File: src/rtl/alu_seq_pkg.sv
// Shared definitions for the sequential ALU: op codes, FSM encoding,
// ALU16 control words and the shift-add multiplier iteration count.
package alu_seq_pkg;

  localparam logic [2:0] OP_ADD = 3'd0;
  localparam logic [2:0] OP_SUB = 3'd1;
  localparam logic [2:0] OP_AND = 3'd2;
  localparam logic [2:0] OP_OR  = 3'd3;
  localparam logic [2:0] OP_XOR = 3'd4;
  localparam logic [2:0] OP_NOT = 3'd5;
  localparam logic [2:0] OP_MUL = 3'd6;
  localparam logic [2:0] OP_ILL = 3'd7;

  typedef enum logic [1:0] {
    S_IDLE = 2'd0,
    S_EXEC = 2'd1,
    S_MUL  = 2'd2,
    S_RESP = 2'd3
  } state_t;

  // Control word bit order: {zx, nx, zy, ny, f1, f0, no, cin}
  localparam logic [7:0] CTRL_ADD = 8'b0000_0000;
  localparam logic [7:0] CTRL_SUB = 8'b0001_0001;
  localparam logic [7:0] CTRL_AND = 8'b0000_1000;
  localparam logic [7:0] CTRL_OR  = 8'b0000_0100;
  localparam logic [7:0] CTRL_XOR = 8'b0000_1100;
  localparam logic [7:0] CTRL_NOT = 8'b0010_0010;
  localparam int CTRL_ZY_BIT = 5;

  localparam int MUL_ITERS = 16;

  function automatic logic [7:0] op_ctrl(input logic [2:0] op);
    logic [7:0] ctrl;
    case (op)
      OP_SUB:  ctrl = CTRL_SUB;
      OP_AND:  ctrl = CTRL_AND;
      OP_OR:   ctrl = CTRL_OR;
      OP_XOR:  ctrl = CTRL_XOR;
      OP_NOT:  ctrl = CTRL_NOT;
      default: ctrl = CTRL_ADD;
    endcase
    return ctrl;
  endfunction

endpackage

File: src/rtl/alu_seq_alu16.sv
// 16-bit Hack-style ALU: optional zero/invert on each input, add/and/or/xor,
// optional output invert. Carry-out is only meaningful for the add function.
module alu16 (
  input  logic [15:0] x,
  input  logic [15:0] y,
  input  logic [7:0]  ctrl,
  output logic [15:0] out,
  output logic        cout
);

  logic zx, nx, zy, ny, f1, f0, no, cin;
  logic [15:0] xa, ya, fo;
  logic [16:0] sum;

  assign {zx, nx, zy, ny, f1, f0, no, cin} = ctrl;

  always_comb begin
    xa = zx ? 16'h0000 : x;
    if (nx) xa = ~xa;
    ya = zy ? 16'h0000 : y;
    if (ny) ya = ~ya;
    sum = {1'b0, xa} + {1'b0, ya} + {16'h0000, cin};
    case ({f1, f0})
      2'b10:   fo = xa & ya;
      2'b01:   fo = xa | ya;
      2'b11:   fo = xa ^ ya;
      default: fo = sum[15:0];
    endcase
    out  = no ? ~fo : fo;
    cout = ({f1, f0} == 2'b00) ? sum[16] : 1'b0;
  end

endmodule

File: src/rtl/alu_seq.sv
// Sequential ALU controller: one-cycle ALU ops and a 16-iteration shift-add
// multiply, both sharing a single ALU16 instance, with a held response slot.
module alu_seq
  import alu_seq_pkg::*;
(
  input  logic        clk,
  input  logic        rst_n,
  input  logic        req_valid,
  output logic        req_ready,
  input  logic [2:0]  req_op,
  input  logic [15:0] req_a,
  input  logic [15:0] req_b,
  output logic        rsp_valid,
  input  logic        rsp_ready,
  output logic [31:0] rsp_data,
  output logic        rsp_cout,
  output logic        rsp_zero,
  output logic        rsp_err,
  output logic        busy
);

  // Handshakes: a transfer happens on a rising edge where valid && ready.
  // req_ready is high only in IDLE; rsp_valid stays high, with rsp_* frozen,
  // until the consumer raises rsp_ready.

  state_t      state, next_state;
  logic [2:0]  op_q;
  logic [15:0] a_q, b_q, hi, lo;
  logic [4:0]  cnt;
  logic        req_fire, mul_done;

  logic [15:0] alu_x, alu_y, alu_out;
  logic [7:0]  alu_ctrl;
  logic        alu_cout;

  assign req_ready = (state == S_IDLE) && rst_n;
  assign busy      = (state != S_IDLE);
  assign req_fire  = req_valid && req_ready;
  assign mul_done  = (cnt == 5'(MUL_ITERS));

  always_ff @(posedge clk or negedge rst_n) begin
    if (!rst_n) state <= S_IDLE;
    else        state <= next_state;
  end

  always_comb begin
    next_state = state;
    case (state)
      S_IDLE: if (req_fire) next_state = (req_op == OP_MUL) ? S_MUL : S_EXEC;
      S_EXEC: next_state = S_RESP;
      S_MUL:  if (mul_done) next_state = S_RESP;
      S_RESP: if (rsp_ready) next_state = S_IDLE;
      default: next_state = S_IDLE;
    endcase
  end

  // During MUL the ALU adds A to the partial product only when the current
  // multiplier bit is set; zeroing y otherwise avoids a separate mux.
  always_comb begin
    alu_x    = a_q;
    alu_y    = b_q;
    alu_ctrl = op_ctrl(op_q);
    if (state == S_MUL) begin
      alu_x    = hi;
      alu_y    = a_q;
      alu_ctrl = CTRL_ADD;
      alu_ctrl[CTRL_ZY_BIT] = ~lo[0];
    end
  end

  alu16 u_alu (
    .x    (alu_x),
    .y    (alu_y),
    .ctrl (alu_ctrl),
    .out  (alu_out),
    .cout (alu_cout)
  );

  always_ff @(posedge clk or negedge rst_n) begin
    if (!rst_n) begin
      op_q      <= OP_ADD;
      a_q       <= '0;
      b_q       <= '0;
      hi        <= '0;
      lo        <= '0;
      cnt       <= '0;
      rsp_valid <= 1'b0;
      rsp_data  <= '0;
      rsp_cout  <= 1'b0;
      rsp_zero  <= 1'b0;
      rsp_err   <= 1'b0;
    end else begin
      case (state)
        S_IDLE: begin
          if (req_fire) begin
            op_q <= req_op;
            a_q  <= req_a;
            b_q  <= req_b;
            hi   <= '0;
            lo   <= req_b;
            cnt  <= '0;
          end
        end
        S_EXEC: begin
          rsp_valid <= 1'b1;
          if (op_q == OP_ILL) begin
            rsp_data <= '0;
            rsp_cout <= 1'b0;
            rsp_zero <= 1'b1;
            rsp_err  <= 1'b1;
          end else begin
            rsp_data <= {16'h0000, alu_out};
            rsp_cout <= ((op_q == OP_ADD) || (op_q == OP_SUB)) && alu_cout;
            rsp_zero <= (alu_out == 16'h0000);
            rsp_err  <= 1'b0;
          end
        end
        S_MUL: begin
          if (mul_done) begin
            rsp_valid <= 1'b1;
            rsp_data  <= {hi, lo};
            rsp_cout  <= 1'b0;
            rsp_zero  <= ({hi, lo} == 32'h0);
            rsp_err   <= 1'b0;
          end else begin
            {hi, lo} <= {alu_cout, alu_out, lo[15:1]};
            cnt      <= cnt + 5'd1;
          end
        end
        S_RESP: begin
          if (rsp_ready) rsp_valid <= 1'b0;
        end
        default: ;
      endcase
    end
  end

endmodule

File: config.mk
export PLATFORM = sky130hd
export DESIGN_NAME = alu_seq
export DESIGN_NICKNAME = d
export VERILOG_FILES = /design/src/rtl/alu_seq_pkg.sv /design/src/rtl/alu_seq_alu16.sv /design/src/rtl/alu_seq.sv
export SDC_FILE = /design/constraint.sdc
export NUM_CORES = 1
export LEC_CHECK = 0
export ABC_AREA = 0
export BUFFER_PORTS_ARGS = -buffer_cell sky130_fd_sc_hd__clkbuf_2
export CAP_MARGIN = 30
export CORE_MARGIN = 1
export CORE_UTILIZATION = 42
export DETAILED_ROUTE_END_ITERATION = 16
export SLEW_MARGIN = 20
export SYNTH_ARGS = -nofsm -noshare
export SYNTH_HDL_FRONTEND = slang
export SYNTH_SLANG_ARGS = --single-unit
File: constraint.sdc
create_clock -name clk -period 5.6 [get_ports clk]
set_input_delay 0.84 -clock clk [delete_from_list [all_inputs] [get_ports clk]]
set_output_delay 0.84 -clock clk [all_outputs]
set_load 0.05 [all_outputs]
# Word-level counts from Yosys, hierarchy flattened

Index checks and enable logic that the tools add are counted.

Bits in registers: 110
Input bits: 39
Output and inout port bits: 38

Add/sub/neg operators: 3
Reductions and logical operators: 18
Muxes and demuxes: 39
Equal/unequal tests: 18
Bitwise gates (word level): 7

Operators by type and width:

| operator             | number |
|---|---|
| $mux W16             | 12 |
| $pmux W16 S2         | 2 |
| $pmux W32 S2         | 1 |
| $not A16 Y16         | 3 |
| $pmux W16 S3         | 1 |
| $logic_not A32 Y1    | 1 |
| $mux W32             | 1 |
| $pmux W6 S5          | 1 |
| $add A16 B16 Y17     | 1 |
| $add A17 B1 Y17      | 1 |
| $and A16 B16 Y16     | 1 |
| $logic_not A16 Y1    | 1 |
| $or A16 B16 Y16      | 1 |
| $xor A16 B16 Y16     | 1 |
| $eq A3 B3 Y1 const B | 4 |
| $mux W5              | 2 |
| $pmux W5 S2          | 1 |
| $reduce_and A3 Y1    | 3 |
| $eq A2 B2 Y1 const B | 4 |
| $mux W1              | 8 |
| $mux W2              | 4 |
| $mux W8              | 1 |
| $ne A2 B2 Y1 const B | 4 |
| $pmux W2 S4          | 1 |
| other kinds (15)     | 25 |

# Depth between registers and ports, before layout

Depth in word-level cells: 14
Gate-level depth with buffers: 21

# Cells and area by module

A second synthesis with hierarchy kept.

Cell total of the unflattened synthesis: 769
Area total of the unflattened synthesis: 7,355.8 sq um

By module, submodules not included:

| module  | area an instance (sq um) | instances | cells an instance | seq. area each (sq um) |
|---|---|---|---|---|
| alu_seq | 5,185.0                  | 1         | 468               | 2,752.6 |
| alu16   | 2,170.8                  | 1         | 301               | 0.0 |

# Worst setup path before layout

Ideal clock, no wire load.

Path type: register -> register
Start: register state[0]
End: register rsp_data[15]
Path buffers: 4
Setup time: 0.127 ns
Arrival time: 4.364 ns
Slack: 1.109 ns
Clock period less this slack: 4.491 ns
Cell stages (with the launch flop): 21
Path through: dfrtp_1 -> inv_1 -> ha_1 -> buf_6 -> nand2b_1 -> or2_2 -> clkbuf_1 -> nand2_1 -> clkbuf_1 -> nor2_1 -> xor2_1 -> ha_1 -> clkbuf_1 -> a21o_1 -> o31ai_1 -> a211oi_1 -> or4_1 -> a31oi_1 -> xnor2_1 -> a221oi_1 -> nor2_1

Cells in the longest elaborated chain, start to end: 12

Ends and longest elaborated chain:

| what                                | line                                     | text |
|---|---|---|
| from (decl)                         | alu_seq.sv:26                            | `state_t state, next_state;` |
| from (signal assigned)              | alu_seq.sv:43                            | `else state <= next_state;` |
| $eq A2 B2 Y1                        | alu_seq.sv:63, alu_seq.sv:93             |  |
| $mux W16 or $mux W8 (tied branches) | alu_seq.sv:63                            | `if (state == S_MUL) begin` |
| $mux W16 (on tied branches)         | alu_seq_alu16.sv:18, alu_seq_alu16.sv:20 |  |
| $not A16 Y16 (on tied branches)     | alu_seq_alu16.sv:19, alu_seq_alu16.sv:21 |  |
| $mux W16 (on tied branches)         | alu_seq_alu16.sv:19, alu_seq_alu16.sv:21 |  |
| $add A16 B16 Y17                    | alu_seq_alu16.sv:22                      | `sum = {1'b0, xa} + {1'b0, ya} + {16'h0000, cin};` |
| $add A17 B1 Y17                     | alu_seq_alu16.sv:22                      |  |
| $pmux W16 S3                        | alu_seq_alu16.sv:23                      | `case ({f1, f0})` |
| $not A16 Y16                        | alu_seq_alu16.sv:29                      | `out = no ? ~fo : fo;` |
| $mux W16                            | alu_seq_alu16.sv:29                      |  |
| $mux W16                            | alu_seq.sv:106                           | `if (op_q == OP_ILL) begin` |
| $pmux W32 S2                        | alu_seq.sv:93                            | `case (state)` |
| to (signal assigned)                | alu_seq.sv:112                           | `rsp_data <= {16'h0000, alu_out};` |
| to (signal assigned)                | alu_seq.sv:121                           | `rsp_data <= {hi, lo};` |
| to (decl)                           | alu_seq.sv:15                            | `output logic [31:0] rsp_data,` |

Parallel ways exist; a longest one is shown, timed or not.
A chain may end at the register's enable or synchronous reset.

# Final worst setup path

Ends and elaborated chain as after synthesis.

==> impl_metrics.json <==
{
  "grt_max_degree": 76,
  "postPlaceCellArea_um2": 7750,
  "dp_cells": 1073,
  "clk_path_buf_depth": 2,
  "synth.area.top_cells": "dfrtp_1 (38%), ha_1 (6.8%), mux2_2 (5.5%)",
  "crit_path_top_delay_cell": "or4_1",
  "vias": 6359,
  "grt_pass1_vias": 5955,
  "syn_area_um2": 7200,
  "ys_seq_area_frac": 0.382,
  "clkTransAtPathRegs_ns": 0.08,
  "antenna_found_initial": 0,
  "io_pins": 77,
  "fin_skew_ns": 0.00753,
  "hold_path.class": "flop to flop",
  "cts_tree": "done",
  "max_stage_delay_ns": 0.47,
  "yosys_register_bits": 110,
  "syn_to_final_growth_pct": 12.5,
  "synth_edf_count": 0,
  "die-area_um2": 17700,
  "numPortBuffers": 76,
  "maxCapViolations": 0,
  "path_cells": "inv_1 -> ha_2 -> nand2b_1 -> or2_2 -> nand2_1 -> nor2_1 -> xor2_1 -> ha_1 -> a21o_1 -> a21o_1 -> o31ai_1 -> a211oi_1 -> or4_1 -> a31oi_1 -> xnor2_1 -> a221oi_1 -> nor2_1",
  "design_area_um2": 8100,
  "fmax_mhz": 203,
  "netlist.area_leader.share": 0.382,
  "ant_nets": 0,
  "core-area_um2": 16600,
  "routed_wl_um": 21300,
  "drtIter0Drc": 678,
  "syn_avg_cell_area_um2": 8.88,
  "die_x_um": 133,
  "worst_pin_slew_ns": 0.906,
  "drc": 0,
  "numCtsBuffers": 9,
  "rows": 47,
  "syn-num-nets": 890,
  "synth.most_common_cell": "dfrtp_1",
  "fin_cells": 1090,
  "period_share": 0.878,
  "drive_above_1_share": 0.180,
  "worstPathArrival_ns": 5.16,
  "hold_slack_ns": 0.488,
  "outcome": "completed",
  "grt_pass1_wl_um": 33400,
  "crit_fanout": 16,
  "synth_flop_cell": "dfrtp_1",
  "cts_hold_buf": 0,
  "grt_use_total": 0.245,
  "setup_viol": 0,
  "cts_resized": 0,
  "routed_via_density": 5.83,
  "wl_per_cell_um": 19.6,
  "synth_cell_types": 73,
  "required_ns": 5.84,
  "start_util": 0.433,
  "cts_sinks": 110,
  "synthCells": 811,
  "antennaDiodeCount": 0,
  "synth_common_cells": "dfrtp_1 (110), nand2_1 (98), nor2_1 (66), o21ai_0 (66), inv_1 (58)",
  "final.min_clock_period_ns": 4.92,
  "root_buffer": "clkbuf_16",
  "synth-async-reset-ratio": 1.00,
  "htree_levels": 3,
  "critPathCaptureType": "flop",
  "clk_latency_ns": 0.35,
  "nets": 944,
  "gp_congestion": 0.876,
  "critical_path_class": "flop to flop",
  "yosysTopAreaCell": "dfrtp_1",
  "setup_tns_ns": 0,
  "post_cts_buffers": 0,
  "cp-start-kind": "flop",
  "fp.dieH_um": 133,
  "timing.final.hold_violations": 0,
  "rsz0062_at_grt": "false",
  "slew_violations": 0,
  "maxSlewHeadroom": 0.392,
  "dr.pass1.iters": 5,
  "yosysWarnings": 0,
  "grt-ovfl-total": 0,
  "dp_hpwl_um": 16100
}
[area by class of cell]
class / instances / area, um^2
fill: 1590 / 8540
tap: 220 / 275
multi-input combinational: 599 / 4050
sequential: 110 / 2750
timing repair buffer: 87 / 465
inverter: 58 / 218
clock inverter: 6 / 105
clock buffer: 10 / 239
[critical path: cells and delay by family, from the launching register on]
| family | cells | cell delay [ns] |
|---|---|---|
| AO/OA/AOI/OAI | 6 | 1.47 |
| flip-flops | 1 | 0.39 |
| AND/OR/NAND/NOR | 6 | 1.82 |
| XOR/XNOR | 2 | 0.40 |
| adder cells (fa/ha/maj) | 2 | 0.60 |
| buffers and inverters | 1 | 0.12 |
[flip-flops by register name, summed over array words and instances (netlist names)]
signal and cells:
state 2, op_q 3, cnt 5, a_q 16
rsp_data 32, rsp_err 1, lo 16, rsp_cout 1
b_q 16, rsp_valid 1, hi 16, rsp_zero 1
[routing by layer]
| layer | vias up | global-route usage | routed length, um |
|---|---|---|---|
| li1 | 2975 | - | - |
| met3 | 30 | 0.0295 | 1310 |
| met4 | 0 | 0.0747 | 410 |
| met2 | 255 | 0.367 | 9550 |
| met5 | - | 0 | 0 |
| met1 | 3099 | 0.368 | 10100 |
[kinds of logic (layout without fill, tap and decap cells)]
| group | count (synthesis) | count (layout) | share of synthesized area |
|---|---|---|---|
| flip-flops | 110 | 110 | 0.382 |
| adder cells (fa/ha/maj) | 40 | 40 | 0.0705 |
| AO/OA/AOI/OAI | 209 | 209 | 0.191 |
| AND/OR/NAND/NOR | 258 | 258 | 0.171 |
| buffers and inverters | 102 | 161 | 0.0566 |
| multiplexers | 60 | 60 | 0.0901 |
| XOR/XNOR | 32 | 32 | 0.0389 |
[stage by stage]
stage	setup WS, ns	utilization
floorplan	1.11	-
global placement	0.828	0.466
detailed placement	0.732	0.466
CTS	0.717	0.486
global route	0.235	0.487
finish	0.682	0.487
[worst paths after layout]
| path | startpoint | slack (ns) | to | cells after the start |
|---|---|---|---|---|
| worst max-delay path | state[0]$_DFFE_PN0P_ | 0.68 | rsp_data[15]$_DFFE_PN0P_ | 17 |
| worst min-delay path | rsp_data[16]$_DFFE_PN0P_ | 0.49 | rsp_data[16]$_DFFE_PN0P_ | 2 |
| worst max register to register | state[0]$_DFFE_PN0P_ | 0.68 | rsp_data[15]$_DFFE_PN0P_ | 17 |
| worst min register to register | rsp_data[16]$_DFFE_PN0P_ | 0.49 | rsp_data[16]$_DFFE_PN0P_ | 2 |
| max in group asynchronous | rst_n | 3.82 | rsp_data[20]$_DFFE_PN0P_ | 2 |
| min in group asynchronous | rst_n | 0.53 | rsp_data[17]$_DFFE_PN0P_ | 1 |
[layout by cell type (no fill, tap or decap), types with 10 or more instances in the layout]
cell type / count
a21oi_1: 39
o221ai_1: 11
buf_4: 12
o21ai_0: 66
inv_1: 58
a31oi_1: 11
ha_1: 38
dfrtp_1: 110
nor2_1: 66
nand2b_1: 10
xor2_1: 19
nand2_1: 98
a21o_1: 10
mux2i_1: 24
nand3_1: 25
xnor2_1: 13
o31ai_1: 11
clkbuf_2: 75
mux2_2: 35
Power is left out: the tool's default activity adds up to more than one toggle a clock period on the data nets, which glitch-free logic cannot reach.
